[src/rtl/lorenz_step_sched.sv]
// Euler-step sequencer for the fixed-point Lorenz solver. One shared signed
// multiplier is time-multiplexed over the four per-step products. The x/y/z
// update is then committed in a single cycle.
module lorenz_step_sched #(
  parameter int unsigned N        = 32,
  parameter int unsigned FRAC     = 25,
  parameter int unsigned DT_SHIFT = 8,
  parameter int unsigned STEPW    = 16
) (
  input  logic             clk,
  input  logic             reset,
  input  logic             start,
  input  logic             abort,
  input  logic [STEPW-1:0] num_steps,
  input  logic [N-1:0]     sigma,
  input  logic [N-1:0]     beta,
  input  logic [N-1:0]     rho,
  input  logic [N-1:0]     x0,
  input  logic [N-1:0]     y0,
  input  logic [N-1:0]     z0,
  output logic [N-1:0]     x,
  output logic [N-1:0]     y,
  output logic [N-1:0]     z,
  output logic [STEPW-1:0] step_cnt,
  output logic             step_valid,
  output logic             busy,
  output logic             done,
  output logic             ovf
);

  typedef enum logic [2:0] {StIdle, StMul0, StMul1, StMul2, StMul3, StUpd} state_e;

  state_e                  state_q, state_d;
  logic signed [N-1:0]     x_q, x_d, y_q, y_d, z_q, z_d;
  logic signed [N-1:0]     sigma_q, sigma_d, beta_q, beta_d, rho_q, rho_d;
  logic signed [N-1:0]     p1_q, p1_d, p2_q, p2_d, p3_q, p3_d, p4_q, p4_d;
  logic [STEPW-1:0]        nsteps_q, nsteps_d, step_cnt_q, step_cnt_d;
  logic                    step_valid_q, step_valid_d, busy_q, busy_d;
  logic                    done_q, done_d, ovf_q, ovf_d;

  // Wrap-around signed overflow detection on a result already computed.
  function automatic logic add_ovf(logic [N-1:0] a, logic [N-1:0] b, logic [N-1:0] s);
    return (a[N-1] == b[N-1]) && (s[N-1] != a[N-1]);
  endfunction

  function automatic logic sub_ovf(logic [N-1:0] a, logic [N-1:0] b, logic [N-1:0] s);
    return (a[N-1] != b[N-1]) && (s[N-1] != a[N-1]);
  endfunction

  logic signed [N-1:0]     dtx, dty, dtz, d_yx, d_rz, q2, q3, x_new, y_new, z_new;
  logic signed [N-1:0]     mul_a, mul_b, mul_p;
  logic [2*N-1:0]          m;
  logic [N-FRAC:0]         m_hi;
  logic                    mul_ovf;
  logic                    unused_m_lo;
  logic [STEPW-1:0]        cnt_inc;

  assign dtx   = x_q >>> DT_SHIFT;
  assign dty   = y_q >>> DT_SHIFT;
  assign dtz   = z_q >>> DT_SHIFT;
  assign d_yx  = dty - dtx;
  assign d_rz  = rho_q - z_q;
  assign q2    = p2_q - dty;
  assign q3    = p3_q - p4_q;
  assign x_new = x_q + p1_q;
  assign y_new = y_q + q2;
  assign z_new = z_q + q3;
  assign cnt_inc = step_cnt_q + STEPW'(1);

  // Operand select for the shared multiplier, one product per MULk state.
  always_comb begin
    mul_a = '0;
    mul_b = '0;
    unique case (state_q)
      StMul0:  begin mul_a = d_yx; mul_b = sigma_q; end
      StMul1:  begin mul_a = dtx;  mul_b = d_rz;    end
      StMul2:  begin mul_a = x_q;  mul_b = dty;     end
      StMul3:  begin mul_a = dtz;  mul_b = beta_q;  end
      default: begin mul_a = '0;   mul_b = '0;      end
    endcase
  end

  // Sign-extended operands make the unsigned 2N-bit product equal the signed one.
  assign m           = {{N{mul_a[N-1]}}, mul_a} * {{N{mul_b[N-1]}}, mul_b};
  assign mul_p       = {m[2*N-1], m[N+FRAC-2:FRAC]};
  assign m_hi        = m[2*N-1:N+FRAC-1];
  assign mul_ovf     = !((&m_hi) || (m_hi == '0));
  assign unused_m_lo = ^m[FRAC-1:0];

  // Next-state: abort wins over start and over step progress.
  always_comb begin
    state_d      = state_q;
    x_d          = x_q;
    y_d          = y_q;
    z_d          = z_q;
    sigma_d      = sigma_q;
    beta_d       = beta_q;
    rho_d        = rho_q;
    p1_d         = p1_q;
    p2_d         = p2_q;
    p3_d         = p3_q;
    p4_d         = p4_q;
    nsteps_d     = nsteps_q;
    step_cnt_d   = step_cnt_q;
    step_valid_d = 1'b0;
    busy_d       = busy_q;
    done_d       = 1'b0;
    ovf_d        = ovf_q;
    if (abort) begin
      state_d = StIdle;
      busy_d  = 1'b0;
    end else begin
      unique case (state_q)
        StIdle: begin
          if (start) begin
            if (num_steps != '0) begin
              sigma_d    = sigma;
              beta_d     = beta;
              rho_d      = rho;
              x_d        = x0;
              y_d        = y0;
              z_d        = z0;
              nsteps_d   = num_steps;
              step_cnt_d = '0;
              ovf_d      = 1'b0;
              busy_d     = 1'b1;
              state_d    = StMul0;
            end else begin
              done_d = 1'b1;
            end
          end
        end
        StMul0: begin
          p1_d    = mul_p;
          ovf_d   = ovf_q | mul_ovf | sub_ovf(dty, dtx, d_yx);
          state_d = StMul1;
        end
        StMul1: begin
          p2_d    = mul_p;
          ovf_d   = ovf_q | mul_ovf | sub_ovf(rho_q, z_q, d_rz);
          state_d = StMul2;
        end
        StMul2: begin
          p3_d    = mul_p;
          ovf_d   = ovf_q | mul_ovf;
          state_d = StMul3;
        end
        StMul3: begin
          p4_d    = mul_p;
          ovf_d   = ovf_q | mul_ovf;
          state_d = StUpd;
        end
        StUpd: begin
          x_d          = x_new;
          y_d          = y_new;
          z_d          = z_new;
          ovf_d        = ovf_q | sub_ovf(p2_q, dty, q2) | sub_ovf(p3_q, p4_q, q3)
                       | add_ovf(x_q, p1_q, x_new) | add_ovf(y_q, q2, y_new)
                       | add_ovf(z_q, q3, z_new);
          step_cnt_d   = cnt_inc;
          step_valid_d = 1'b1;
          if (cnt_inc == nsteps_q) begin
            done_d  = 1'b1;
            busy_d  = 1'b0;
            state_d = StIdle;
          end else begin
            state_d = StMul0;
          end
        end
        default: state_d = StIdle;
      endcase
    end
  end

  // State and registered outputs, synchronous active-low reset.
  always_ff @(posedge clk) begin
    if (!reset) begin
      state_q      <= StIdle;
      x_q          <= '0;
      y_q          <= '0;
      z_q          <= '0;
      sigma_q      <= '0;
      beta_q       <= '0;
      rho_q        <= '0;
      p1_q         <= '0;
      p2_q         <= '0;
      p3_q         <= '0;
      p4_q         <= '0;
      nsteps_q     <= '0;
      step_cnt_q   <= '0;
      step_valid_q <= 1'b0;
      busy_q       <= 1'b0;
      done_q       <= 1'b0;
      ovf_q        <= 1'b0;
    end else begin
      state_q      <= state_d;
      x_q          <= x_d;
      y_q          <= y_d;
      z_q          <= z_d;
      sigma_q      <= sigma_d;
      beta_q       <= beta_d;
      rho_q        <= rho_d;
      p1_q         <= p1_d;
      p2_q         <= p2_d;
      p3_q         <= p3_d;
      p4_q         <= p4_d;
      nsteps_q     <= nsteps_d;
      step_cnt_q   <= step_cnt_d;
      step_valid_q <= step_valid_d;
      busy_q       <= busy_d;
      done_q       <= done_d;
      ovf_q        <= ovf_d;
    end
  end

  assign x          = x_q;
  assign y          = y_q;
  assign z          = z_q;
  assign step_cnt   = step_cnt_q;
  assign step_valid = step_valid_q;
  assign busy       = busy_q;
  assign done       = done_q;
  assign ovf        = ovf_q;

endmodule
[config.mk]
export PLATFORM = sky130hd
export DESIGN_NAME = lorenz_step_sched
export DESIGN_NICKNAME = d
export VERILOG_FILES = /design/src/rtl/lorenz_step_sched.sv
export SDC_FILE = /design/constraint.sdc
export NUM_CORES = 2
export LEC_CHECK = 0
export ABC_CLOCK_PERIOD_IN_PS = 36400
export CORE_MARGIN = 3
export CORE_UTILIZATION = 50
export CTS_BUF_LIST = sky130_fd_sc_hd__clkbuf_4
export DETAILED_ROUTE_END_ITERATION = 7
export GPL_TIMING_DRIVEN = 0
export PLACE_DENSITY_LB_ADDON = 0.1
export SYNTH_ARGS = -nofsm -noshare
export SYNTH_HDL_FRONTEND = slang
export SYNTH_SLANG_ARGS = --single-unit
[constraint.sdc]
create_clock -name clk -period 36.4 [get_ports clk]
set_clock_uncertainty 0.2 [all_clocks]
set_input_delay 3.64 -clock clk [delete_from_list [all_inputs] [get_ports clk]]
set_output_delay 3.64 -clock clk [all_outputs]
set_load 0.03 [all_outputs]
==> impl_metrics.csv <==
group,metric,value,unit
cts,post_cts_resized,0,
synth,synth_top_cell_by_area,"fa_1",
synth,yosysMostFrequentCell,"inv_1",
setup_path,end_kind,"flip-flop",
routing,viasPerCell,6.03,
setup_path,worstPathMaxFanout,10,
grt,grt-ovfl-total,0,
die,initial_utilization,50.8,%
cts,cts-root-buf,"clkbuf_4",
die,io_pins,328,
cts,clkLatencyLatePin,1100,ps
synth,synth_top_area_share,36.0,%
cts,cts_tree,"done",
timing,hold_viol,0,
cts,cts-htree-levels,3,
synth,syn-mean-instance-area,8.22,um^2
setup_path,start_kind,"flip-flop",
timing,post-route-min-period,15460,ps
final_layout,nets,9507,
routing,ant_nets,0,
synth,yosys.cell_types.count,96,
final_layout,final_cells,9518,
die,die_height,354,um
setup_path,worstSetupPathType,"flip-flop to flip-flop",
final_layout,fin_area,0.0676,mm^2
setup_path,crit_slowest_cell,"a221oi_1",
grt,grt_pass1_vias,56912,
synth,synth_edf_count,0,
die,rows,126,
synth,ys.warnings.count,0,
routing,first_pass_iters,5,
setup_path,worstPathRequired,37110,ps
final_layout,syn_to_final_growth,11.7,%
synth,synth_seq_cells,359,
routing,drc,0,
pwr,finalPower,1.39,mW
cts,cts_setup_buffers,0,
status,status,"finished, violations left",
pwr,p_leak,30.4,nW
timing,timing.fmax,0.0647,GHz
cts,cts_buffer_depth,3,
cts,cts_hold_buf,0,
synth,seq_area_frac_synth,11.9,%
timing,grt_setup_unrepaired,"false",
setup_path,crit_arrival,16160,ps
setup_path,cpPeakStageDelay,1350,ps
timing,tightest_slew,1690,ps
timing,finalCritPeriodShare,42.5,%
placement,place_area,0.0662,mm^2
placement,dp_cells,9310,
final_layout,drive_above_1_share,3.37,%
synth,synth_ff_type,"dfxtp_1",
timing,final-setup-viol-count,0,
cts,cts.sinks,359,
grt,grt_start_max_net_pins,20,
die,dieArea,0.125,mm^2
routing,vias,57405,
grt,grt_usage,46.2,%
pwr,power.density,20.5,mW/mm^2
placement,io_buffers,327,
final_layout,utilization,56.8,%
die,coreArea,0.119,mm^2
routing,drt_wl_total,290000,um
setup_path,crit_top_cell,"fa_1",
routing,drt-wirelength-per-cell,30.5,um
grt,antenna_found_initial,40,
placement,gp_congestion,1.08,
cts,cts_made_buffers,103,
routing,dr.first_iter.drc_count,6991,
timing,relSlewSlack,-12.6,%
cts,clk_pin_slew,80,ps
synth,synth_cells,7357,
synth,ys_top_cells_by_area,"fa_1 (36%), dfxtp_1 (12%), ha_1 (8.1%)",
status,violations,"max-capacitance violations, max-slew violations",
pwr,ir_drop,24.7,uV
synth,synthesis.nets,9049,
die,dieWidth,354,um
synth,async_flop_share,0,%
placement,hpwl,241000,um
synth,synth_common_cells,"inv_1 (1292), nand2_1 (1272), fa_1 (1088), nor2_1 (619), a21oi_1 (483)",
worst_hold_path,worst_hold_path_type,"flip-flop to flip-flop",
job,drv_cap,9,
timing,setup_tns,0,ps
grt,grt_pass1_wl,410000,um
synth,syn_area,0.0605,mm^2
timing,drv_slew,43,
[worst paths after layout]
kind	cells past startpoint	from	to	slack [ps]
setup reg to reg	43	y[8]	ovf	20940
hold / removal	2	p4_q[22]	p4_q[22]	250
hold reg to reg	2	p4_q[22]	p4_q[22]	250
setup / recovery	43	y[8]	ovf	20940
[routing by layer]
layer / track usage, % / wire length [um] / up-vias
li1: - / - / 24142
met1: 58.2 / 106000 / 28339
met2: 65.9 / 119000 / 3859
met3: 14.7 / 37400 / 1045
met4: 35.4 / 28100 / 20
met5: 0 / 132 / -
[registers in the layout, indices dropped and copies added, names as in the netlist]
register    flops
sigma_q        32
state_q         3
rho_q          32
z              32
done            1
p3_q           32
x              32
step_valid      1
y              32
p2_q           32
ovf             1
p1_q           32
busy            1
nsteps_q       16
beta_q         32
p4_q           32
step_cnt       16
[placed cells by master (no fill, tap or decap), types with 36 or more instances in the layout]
cell,count
nand2b_1,64
o21a_1,47
ha_1,392
nor3_1,48
clkdlybuf4s50_1,327
mux2i_1,39
clkbuf_4,144
dfxtp_1,359
nor2_1,618
xnor2_1,175
a211oi_1,61
xor2_1,77
a22oi_1,44
a21o_1,91
fa_1,1088
nand3_1,58
o21ai_0,183
nand2_1,1272
and2_1,67
nor2b_1,36
a21oi_1,481
inv_1,1292
clkbuf_1,333
[critical path: cells and delay by family (launching register included)]
kind	cells	cell delay, ps
AOI/OAI and AO/OA	18	6090
adders and majority gates	11	4970
xor gates and xnor gates	1	120
and+or+nand+nor	7	1620
DFF	1	680
buffers and inverters	6	1590
[layout make-up]
class / count / area, um^2
plain buffers: 359 / 1360
repair buffers: 353 / 3580
fillers: 11326 / 51400
well taps: 1600 / 2000
clock buffers: 144 / 1080
inverters: 1292 / 4850
clock inverters: 35 / 205
multi-input cells: 5347 / 47300
diodes: 29 / 72.6
flip-flops and latches: 359 / 7190
[power breakdown]
group          total [mW]  internal (mW)  switching, mW  leakage (nW)
Clock               0.398          0.186          0.212         0.764
Sequential          0.440          0.406         0.0339          2.92
Combinational       0.549          0.180          0.369          26.7
Total                1.39          0.772          0.615          30.4
[cell families after synthesis]
group                    Yosys count  synth area share, %
flip-flops                       359                 11.9
XOR/XNOR                         252                 3.65
multiplexers                      47                0.794
buffers and inverters           1651                 10.3
AO/OA/AOI/OAI                   1269                 13.5
adder cells (fa/ha/maj)         1480                 44.1
AND/OR/NAND/NOR                 2299                 15.8
[per-stage QoR]
| stage | hold slack (ps) | setup WS, ps |
|---|---|---|
| global placement | 240 | 20710 |
| detailed placement | 246 | 21540 |
| finish | 254 | 20940 |
| global route | 273 | 20640 |
| CTS | 254 | 21450 |
| floorplan | 231 | 24610 |
Power figures use the tool's default switching activity.
